`config.mk`:
```
export PLATFORM = sky130hd
export DESIGN_NAME = tx_serial_arbitro_flat
export DESIGN_NICKNAME = d
export VERILOG_FILES = /design/src/rtl/tx_serial_arbitro_pkg.sv /design/src/rtl/tx_serial_arbitro_if.sv /design/src/rtl/tx_serial_arbitro_sel.sv /design/src/rtl/tx_serial_arbitro.sv /design/src/flat_wrapper.sv
export SDC_FILE = /design/constraint.sdc
export NUM_CORES = 1
export LEC_CHECK = 0
export BUFFER_PORTS_ARGS = -buffer_cell sky130_fd_sc_hd__buf_4
export CELL_PAD_IN_SITES_DETAIL_PLACEMENT = 1
export CELL_PAD_IN_SITES_GLOBAL_PLACEMENT = 1
export CORE_UTILIZATION = 30
export DETAILED_ROUTE_END_ITERATION = 10
export PLACE_DENSITY_LB_ADDON = 0.1
export SETUP_SLACK_MARGIN = 0.4
export SYNTH_ARGS = -nofsm -noshare
export SYNTH_HDL_FRONTEND = slang
export SYNTH_SLANG_ARGS = --single-unit
```
`constraint.sdc`:
```
create_clock -name clock -period 3.98 [get_ports clock]
set_input_delay 0.199 -clock clock [delete_from_list [all_inputs] [get_ports clock]]
set_output_delay 0.199 -clock clock [all_outputs]
set_load 0.02 [all_outputs]
```
`src/rtl/tx_serial_arbitro_pkg.sv`:
```
// Shared types and constants for the tx_serial_arbitro transmitter-sharing arbiter.
// The state codes double as the db_estado value shown on the hexa7seg display.
package tx_serial_arbitro_pkg;

  localparam int NUM_REQ               = 4;
  localparam int TIMEOUT_CICLOS_PADRAO = 65536;

  typedef enum logic [3:0] {
    OCIOSO  = 4'd0,
    PARTIDA = 4'd1,
    ESPERA  = 4'd2,
    FIM     = 4'd3,
    ERRO    = 4'd4
  } estado_t;

  typedef logic [$clog2(NUM_REQ)-1:0] indice_t;

  function automatic logic [NUM_REQ-1:0] um_quente(input indice_t i);
    return NUM_REQ'(1) << i;
  endfunction

endpackage

```
`src/rtl/tx_serial_arbitro_if.sv`:
```
// Requester and transmitter handshake bundle around the arbiter.
// master is the arbiter side; slave is the requesters plus the transmitter.
interface tx_serial_arbitro_if;
  import tx_serial_arbitro_pkg::*;

  logic [NUM_REQ-1:0]   req;
  logic [8*NUM_REQ-1:0] dados;
  logic [NUM_REQ-1:0]   grant;
  logic [NUM_REQ-1:0]   ack;
  logic [NUM_REQ-1:0]   erro;
  logic                 tx_partida;
  logic [7:0]           tx_dados;
  logic                 tx_pronto;

  modport master (
    input  req, dados, tx_pronto,
    output grant, ack, erro, tx_partida, tx_dados
  );

  modport slave (
    output req, dados, tx_pronto,
    input  grant, ack, erro, tx_partida, tx_dados
  );

endinterface

```
`src/rtl/tx_serial_arbitro_sel.sv`:
```
// Combinational round-robin pick: first asserted request scanning upward from ptr,
// wrapping modulo NUM_REQ.
module arbitro_rr_sel
  import tx_serial_arbitro_pkg::*;
(
  input  logic [NUM_REQ-1:0] req,
  input  indice_t            ptr,
  output indice_t            vencedor,
  output logic               valido
);

  // NOTE: every output of a combinational block gets a default before any
  // conditional assignment, so no path leaves it unassigned and no latch appears.
  always_comb begin
    vencedor = ptr;
    valido   = 1'b0;
    // Walk from the farthest offset down so the nearest one to ptr is written last.
    for (int k = NUM_REQ - 1; k >= 0; k--) begin
      if (req[ptr + indice_t'(k)]) begin
        vencedor = ptr + indice_t'(k);
        valido   = 1'b1;
      end
    end
  end

endmodule

```
`src/rtl/tx_serial_arbitro.sv`:
```
// Shares one tx_serial_8O1 transmitter among four byte requesters: fair pick, byte latch,
// start pulse, wait for end-of-frame with timeout, then ack or erro to the served unit.
module tx_serial_arbitro
  import tx_serial_arbitro_pkg::*;
#(
  parameter int TIMEOUT_CICLOS = TIMEOUT_CICLOS_PADRAO
) (
  input  logic                clock,
  input  logic                reset,
  tx_serial_arbitro_if.master bus,
  output logic                ocupado,
  output logic [3:0]          db_estado
);

  localparam int            CW      = (TIMEOUT_CICLOS > 1) ? $clog2(TIMEOUT_CICLOS) : 1;
  localparam logic [CW-1:0] CNT_MAX = CW'(TIMEOUT_CICLOS - 1);

  estado_t             estado, estado_n;
  indice_t             ptr, ptr_n;
  indice_t             sel, sel_n;
  logic [CW-1:0]       cnt, cnt_n;
  logic [7:0]          dados_q, dados_n;
  logic [NUM_REQ-1:0]  grant_q, grant_n;
  logic [NUM_REQ-1:0]  ack_q, ack_n;
  logic [NUM_REQ-1:0]  erro_q, erro_n;
  logic                partida_q, partida_n;
  logic                ocupado_q, ocupado_n;
  logic [3:0]          db_q, db_n;

  indice_t             vencedor;
  logic                valido;

  arbitro_rr_sel u_sel (
    .req      (bus.req),
    .ptr      (ptr),
    .vencedor (vencedor),
    .valido   (valido)
  );

  always_comb begin
    estado_n  = estado;
    ptr_n     = ptr;
    sel_n     = sel;
    cnt_n     = cnt;
    dados_n   = dados_q;
    grant_n   = grant_q;
    ack_n     = '0;
    erro_n    = '0;
    partida_n = 1'b0;

    case (estado)
      OCIOSO: begin
        if (valido) begin
          sel_n     = vencedor;
          dados_n   = bus.dados[{vencedor, 3'b000} +: 8];
          grant_n   = um_quente(vencedor);
          partida_n = 1'b1;
          estado_n  = PARTIDA;
        end
      end
      PARTIDA: begin
        cnt_n    = '0;
        estado_n = ESPERA;
      end
      ESPERA: begin
        // End of frame beats the timeout when both land on the same cycle.
        if (bus.tx_pronto) begin
          ack_n    = um_quente(sel);
          estado_n = FIM;
        end else if (cnt == CNT_MAX) begin
          erro_n   = um_quente(sel);
          estado_n = ERRO;
        end else begin
          cnt_n = cnt + CW'(1);
        end
      end
      FIM, ERRO: begin
        ptr_n    = sel + indice_t'(1);
        grant_n  = '0;
        estado_n = OCIOSO;
      end
      default: estado_n = OCIOSO;
    endcase

    // Moore outputs are registered from the upcoming state so they align with it.
    ocupado_n = (estado_n != OCIOSO);
    db_n      = estado_n;
  end

  // NOTE: sequential state uses non-blocking assignments so every register
  // samples the pre-edge values, independent of statement order.
  always_ff @(posedge clock) begin
    if (reset) begin
      estado    <= OCIOSO;
      ptr       <= '0;
      sel       <= '0;
      cnt       <= '0;
      dados_q   <= '0;
      grant_q   <= '0;
      ack_q     <= '0;
      erro_q    <= '0;
      partida_q <= 1'b0;
      ocupado_q <= 1'b0;
      db_q      <= '0;
    end else begin
      estado    <= estado_n;
      ptr       <= ptr_n;
      sel       <= sel_n;
      cnt       <= cnt_n;
      dados_q   <= dados_n;
      grant_q   <= grant_n;
      ack_q     <= ack_n;
      erro_q    <= erro_n;
      partida_q <= partida_n;
      ocupado_q <= ocupado_n;
      db_q      <= db_n;
    end
  end

  assign bus.tx_partida = partida_q;
  assign bus.tx_dados   = dados_q;
  assign bus.grant      = grant_q;
  assign bus.ack        = ack_q;
  assign bus.erro       = erro_q;
  assign ocupado        = ocupado_q;
  assign db_estado      = db_q;

endmodule

```
`src/flat_wrapper.sv`:
```
// flat-port wrapper written by rule: the top's interface ports become plain ports
module tx_serial_arbitro_flat import tx_serial_arbitro_pkg::*;
#(
  parameter int TIMEOUT_CICLOS = TIMEOUT_CICLOS_PADRAO
)
  (clock, reset, ocupado, db_estado, bus_req, bus_dados, bus_tx_pronto, bus_grant, bus_ack, bus_erro, bus_tx_partida, bus_tx_dados);
  tx_serial_arbitro_if bus_i ();
  input  logic clock;
  input  logic reset;
  output logic ocupado;
  output logic [3:0] db_estado;
  input wire logic [$bits(bus_i.req)-1:0] bus_req;
  input wire logic [$bits(bus_i.dados)-1:0] bus_dados;
  input wire logic [$bits(bus_i.tx_pronto)-1:0] bus_tx_pronto;
  output wire logic [$bits(bus_i.grant)-1:0] bus_grant;
  output wire logic [$bits(bus_i.ack)-1:0] bus_ack;
  output wire logic [$bits(bus_i.erro)-1:0] bus_erro;
  output wire logic [$bits(bus_i.tx_partida)-1:0] bus_tx_partida;
  output wire logic [$bits(bus_i.tx_dados)-1:0] bus_tx_dados;
  assign bus_i.req = bus_req;
  assign bus_i.dados = bus_dados;
  assign bus_i.tx_pronto = bus_tx_pronto;
  assign bus_grant = bus_i.grant;
  assign bus_ack = bus_i.ack;
  assign bus_erro = bus_i.erro;
  assign bus_tx_partida = bus_i.tx_partida;
  assign bus_tx_dados = bus_i.tx_dados;
  tx_serial_arbitro #(.TIMEOUT_CICLOS(TIMEOUT_CICLOS)) u_core (.clock(clock), .reset(reset), .bus(bus_i), .ocupado(ocupado), .db_estado(db_estado));
endmodule
```
==> results of run 1 <==
[layer usage]
metal	up-vias	wire length, um	GRT usage, %
met5	-	0	0
met4	0	64	4.33
met3	5	312	4.99
met2	51	2610	25.0
met1	953	2840	20.8
li1	1045	-	-
[final timing paths]
path / start / end / slack, ns / cells after the start
setup / recovery: u_core.ptr[1] / u_core.bus.tx_dados[4] / 1.84 / 5
hold / removal: bus_dados[30] / u_core.bus.tx_dados[6] / 0.20 / 3
setup reg to reg: u_core.ptr[1] / u_core.bus.tx_dados[4] / 1.84 / 5
hold reg to reg: u_core.cnt[9] / u_core.cnt[9] / 0.48 / 2
[Yosys cell counts, types with 3 or more instances]
cell      count  area share, %
a21oi_1      17            3.7
nor2_1       17            2.8
inv_1         6           0.98
nand4_1       4            1.1
or3_1         4            1.1
nand3b_1     10            3.3
or4_1         9            2.9
and3_1        3           0.82
mux2i_1      19            8.3
o21ai_0       4           0.87
o211ai_1      5            1.6
ha_1          5            2.7
nand3_1      12            2.6
xor2_1        3            1.1
and2_1       10            2.7
dfxtp_1      46             40
o31ai_1       6            2.0
o221ai_1      8            3.0
nor3_1        6            1.3
and4_1        3            1.1
clkbuf_1      7            1.1
nand2_1       9            1.5
[state kept, by name (all words and copies together) (netlist names)]
register,cells
u_core.bus.ack,4
u_core.bus.erro,4
u_core.bus.grant,4
u_core.bus.tx_dados,8
u_core.bus.tx_partida,1
u_core.cnt,16
u_core.estado,4
u_core.ocupado,1
u_core.ptr,2
u_core.sel,2
[worst reg2reg max path: cells and delay by family, from the launching register on]
kind / cells / cell delay [ns]
flip-flops: 1 / 0.36
AND/OR/NAND/NOR: 2 / 1.12
multiplexers: 1 / 0.31
AO/OA/AOI/OAI: 2 / 0.22
[cells by family after synthesis]
kind of cell / after synthesis / share of synthesized area, %
mux: 20 / 8.76
xor+xnor: 4 / 1.52
simple gates: 102 / 27.2
other cells: 1 / 0.163
compound gates: 53 / 16.3
fa+ha+maj: 5 / 2.72
buf+inv: 17 / 3.32
flops: 46 / 40.0
[through the flow]
step	instances	power, uW	setup WS (ns)	instance area [um2]	util, %
after floorplan	248	564	1.95	2300	-
after global placement	400	630	1.82	2850	38.9
after detailed placement	400	630	1.76	2850	38.9
after CTS	407	907	1.80	2930	40.0
after global routing	407	940	1.59	2930	40.0
final	407	893	1.84	2930	40.0
[final cells by class]
type                            instances  area share [%]
Tap cell                               99            4.23
Clock buffer                            5            2.35
Timing Repair Buffer                   64            16.4
Sequential cell                        46            31.4
Clock inverter                          2           0.341
Multi-Input combinational cell        185            44.5
Inverter                                6           0.768
[report_power, final]
group | internal (uW) | switching, uW
Sequential | 473 | 10.9
Clock | 118 | 157
Combinational | 65.5 | 67.6
==> impl_metrics.json, run 1 <==
{
  "vdd_ir_drop_max_mv": 0.128,
  "antenna_found_initial": 0,
  "min_period_over_period_pct": 53.7,
  "netlist_instances": 248,
  "avgRoutedWirePerCell_um": 14.3,
  "layout_min_cycle_time_ns": 2.14,
  "syn_area_per_cell_um2": 9.27,
  "crit_path_max_fanout": 20,
  "nFillCells": 847,
  "drc_errors": 0,
  "setup_violations": 0,
  "whs_ns": 0.203,
  "cts_hold_buf": 0,
  "worstPathBufferInverterCount": 0,
  "ant_nets": 0,
  "seq_area_um2": 921,
  "grt_max_degree": 25,
  "gr-total-overflow": 0,
  "clk_path_buf_depth": 2,
  "start_kind": "flop",
  "root_buffer": "clkbuf_8",
  "hold_viol": 0,
  "drtIter0Drc": 54,
  "start_util_pct": 31.4,
  "wirelength_um": 5830,
  "gp_congestion": 0.730,
  "ios": 65,
  "final_cell_mix": "buf_4, dfxtp_1, mux2i_1, a21oi_1, nor2_1",
  "final_common_cell": "buf_4",
  "grt_pass1_wl_um": 9720,
  "drv_slew": 0,
  "area_delta_synth_final_pct": 27.5,
  "syn_nets": 292,
  "finClkSkew_ns": 0.0101,
  "synth-seq-cells": 46,
  "die_area_mm2": 0.00802,
  "tns_ns": 0,
  "grt_use_total_pct": 15.8,
  "dr.pass1.iters": 4,
  "cts_resized": 0,
  "path_delay_family": "simple AND/OR/NAND/NOR gates",
  "cts.clk_slew.worst_paths_ns": 0.09,
  "relSlewSlack_pct": 25.0,
  "cts_tree": "done",
  "synthFlopType": "dfxtp_1",
  "drive_gt1_share_pct": 27.6,
  "power.density_mw_per_mm2": 304,
  "cp.arrival_ns": 2.31,
  "multiInputGateArea_mm2": 0.00131,
  "end_kind": "flop",
  "status": "complete, no violations",
  "path_class": "flop to flop",
  "cpPeakStageDelay_ns": 0.87,
  "worstMarginPinSlew_ns": 1.12,
  "via_count": 2054,
  "synth_area_mm2": 0.00230,
  "portBuffers": 64,
  "dp_hpwl_um": 4410,
  "chipWidth_um": 89.6,
  "viasPerCell": 5.05,
  "rsz0062_at_grt": "no",
  "synth_edf_count": 0,
  "die_h_um": 89.6,
  "yosys_warnings": 0,
  "htreeDepth": 2,
  "critical_path.slowest_cell": "nor2_2",
  "post_cts_buffers": 0,
  "rows": 31,
  "core_mm2": 0.00733,
  "n_antenna_cell": 0,
  "fmax_mhz": 468,
  "required_ns": 4.15,
  "path_cells": "nor3_1 -> a2111oi_2 -> nor2_2 -> mux2i_1 -> o221ai_1",
  "clock-sinks": 46,
  "ys_seq_area_share_pct": 40.0,
  "ys_async_sr_fraction_pct": 0,
  "grt_pass1_vias": 2014,
  "insertion_delay_ns": 0.30,
  "final_nets": 352,
  "numCtsBuffers": 5,
  "max_cap_violations": 0,
  "hold_class": "input port to flop",
  "ys_types": 51,
  "leakage_uw": 0.00121
}
(Power assumes the default switching activity.)
==> inputs of run 2 (changes only) <==
==> constraint.sdc (replaced) <==
create_clock -name clock -period 2.2 [get_ports clock]
set_input_delay 0.11 -clock clock [delete_from_list [all_inputs] [get_ports clock]]
set_output_delay 0.11 -clock clock [all_outputs]
set_load 0.02 [all_outputs]
==> run 2 against run 1 <==
Against the previous run:
- fmax up 14%
- clock skew decreased by 0.0069 ns
- critical path type unchanged
- sequential power grew 80%
- hold slack lost 0.088 ns
- combinational power is 110% higher
- global-route usage grew 0.73 points
- via count rose by 6.0%
==> impl_metrics.json, run 2 (synthesis gave the netlist of run 1 again) <==
{
  "ios": 65,
  "max_cap_violations": 0,
  "chipWidth_um": 89.6,
  "end_kind": "flop",
  "portBuffers": 64,
  "required_ns": 2.43,
  "gr-total-overflow": 0,
  "setup_violations": 0,
  "path_class": "flop to flop",
  "via_count": 2177,
  "final_cell_area_mm2": 0.00324,
  "clk_path_buf_depth": 2,
  "layout_min_cycle_time_ns": 1.87,
  "finClkSkew_ns": 0.00320,
  "largest_register_ffs": 16,
  "rows": 31,
  "grt_pass1_vias": 2143,
  "cp.arrival_ns": 2.11,
  "cpPeakStageDelay_ns": 0.60,
  "place_area_mm2": 0.00292,
  "die_area_mm2": 0.00802,
  "clock-sinks": 46,
  "numCtsBuffers": 5,
  "netSwitchingFraction_pct": 26.8,
  "clockPowerShare_pct": 30.6,
  "insertion_delay_ns": 0.29,
  "hold_depth": 3,
  "grt_use_total_pct": 16.6,
  "tns_ns": 0,
  "switching_power_uw": 444,
  "seqPwrFrac_pct": 52.5,
  "status": "complete, no violations",
  "hold_class": "input port to flop",
  "drc_errors": 0,
  "critical_path.slowest_cell": "or4b_4",
  "drive_gt1_share_pct": 39.7,
  "p_comb_share_pct": 16.8,
  "path_cells": "or4b_4 -> nor2_8 -> a21oi_4 -> or4_4 -> a21oi_2",
  "regMostFlops": "u_core.cnt",
  "drv_slew": 0,
  "cts.clk_slew.worst_paths_ns": 0.09,
  "final_common_cell": "buf_4",
  "r2r-end": "u_core.cnt[13]",
  "power.density_mw_per_mm2": 511,
  "leakage_uw": 0.00135,
  "n_antenna_cell": 0,
  "dr.pass1.iters": 4,
  "grt_pass1_wl_um": 10300,
  "rsz0062_at_grt": "yes",
  "min_to": "u_core.bus.tx_dados[6]",
  "area_delta_synth_final_pct": 41.1,
  "hold_viol": 0,
  "cts_tree": "done",
  "root_buffer": "clkbuf_8",
  "min_period_over_period_pct": 85.2,
  "wirelength_um": 6200,
  "gp_congestion": 0.700,
  "dp_hpwl_um": 4400,
  "reg2regPathDepth": 5,
  "die_h_um": 89.6,
  "p_total_uw": 1660,
  "start_util_pct": 31.4,
  "crit_path_max_fanout": 5,
  "viasPerCell": 5.07,
  "reg2reg_setup_slack_ns": 0.33,
  "place_inst": 405,
  "fmax_mhz": 534,
  "start_kind": "flop",
  "final_util_pct": 44.3,
  "min_from": "bus_dados[30]",
  "final_nets": 373,
  "drtIter0Drc": 48,
  "fin_cells": 429,
  "avgRoutedWirePerCell_um": 14.4,
  "vdd_ir_drop_max_mv": 0.285,
  "antenna_found_initial": 0,
  "cts_hold_buf": 0,
  "htreeDepth": 2,
  "r2r-start": "u_core.estado[2]",
  "p_int_uw": 1210,
  "final_cell_mix": "buf_4, dfxtp_1, mux2i_1, nor2_1, a21oi_1",
  "grt_max_degree": 25,
  "core_mm2": 0.00733,
  "ant_nets": 0,
  "nFillCells": 858
}
[run 2: cell count changes in the layout (fill, tap and decap cells not counted), moves of 3 or more]
cell     before  now
a21oi_1      17   12
a21oi_2       1    4
buf_4        64   83
dfxtp_1      46   41
dfxtp_4       0    3
or4_1         9    5
or4_4         0    4
[run 2: power by group through the flow]
stage / combinational, uW / clock [uW] / sequential (uW)
2_1_floorplan: 107 / 0 / 914
3_3_place_gp: 253 / 0 / 891
3_5_place_dp: 254 / 0 / 892
4_1_cts: 263 / 538 / 870
5_1_grt: 307 / 568 / 874
6_report: 279 / 508 / 870
[run 2: stage by stage]
step | setup slack, ns | hold WS, ns
global placement | 0.358 | 0.419
global route | 0.247 | 0.136
detailed placement | 0.292 | 0.420
CTS | 0.308 | 0.108
finish | 0.326 | 0.115
floorplan | 0.297 | 0.206
[run 2: critical path, delay by kind of cell, from the launching register on]
family	cells	cell delay, ns
AO/OA/AOI/OAI	2	0.21
AND/OR/NAND/NOR	3	1.24
flip-flops	1	0.36
[run 2: timing repair]
action	in CTS	in global routing
gates resized for setup	4	25
endpoints found under the setup margin	18	26
pin swaps	2	8
buffers inserted	4	12
[run 2: cell type report]
type	count	area, um2	share of cell area (%)
Timing Repair Buffer	85	649	20.0
Multi-Input combinational cell	185	1430	44.0
Tap cell	99	124	3.82
Sequential cell	46	935	28.8
Clock inverter	3	16.3	0.501
Clock buffer	5	68.8	2.12
Inverter	6	22.5	0.694
[run 2: how the worst max path moves through the flow]
stage / from / endpoint
floorplan: u_core.estado[0] / u_core.cnt[11]
global placement: u_core.estado[2] / u_core.cnt[11]
CTS: u_core.estado[2] / u_core.cnt[13]
global route: u_core.estado[2] / u_core.cnt[13]
finish: u_core.estado[2] / u_core.cnt[13]
detailed placement: u_core.estado[3] / u_core.cnt[13]
[run 2: routing by layer]
layer  vias up  share of wire [%]  GRT usage [%]
met5         -                  0              0
met4         0               0.89           3.90
met3         4                5.6           4.80
met2        51                 44           26.8
met1      1030                 49           21.8
li1       1092                  -              -
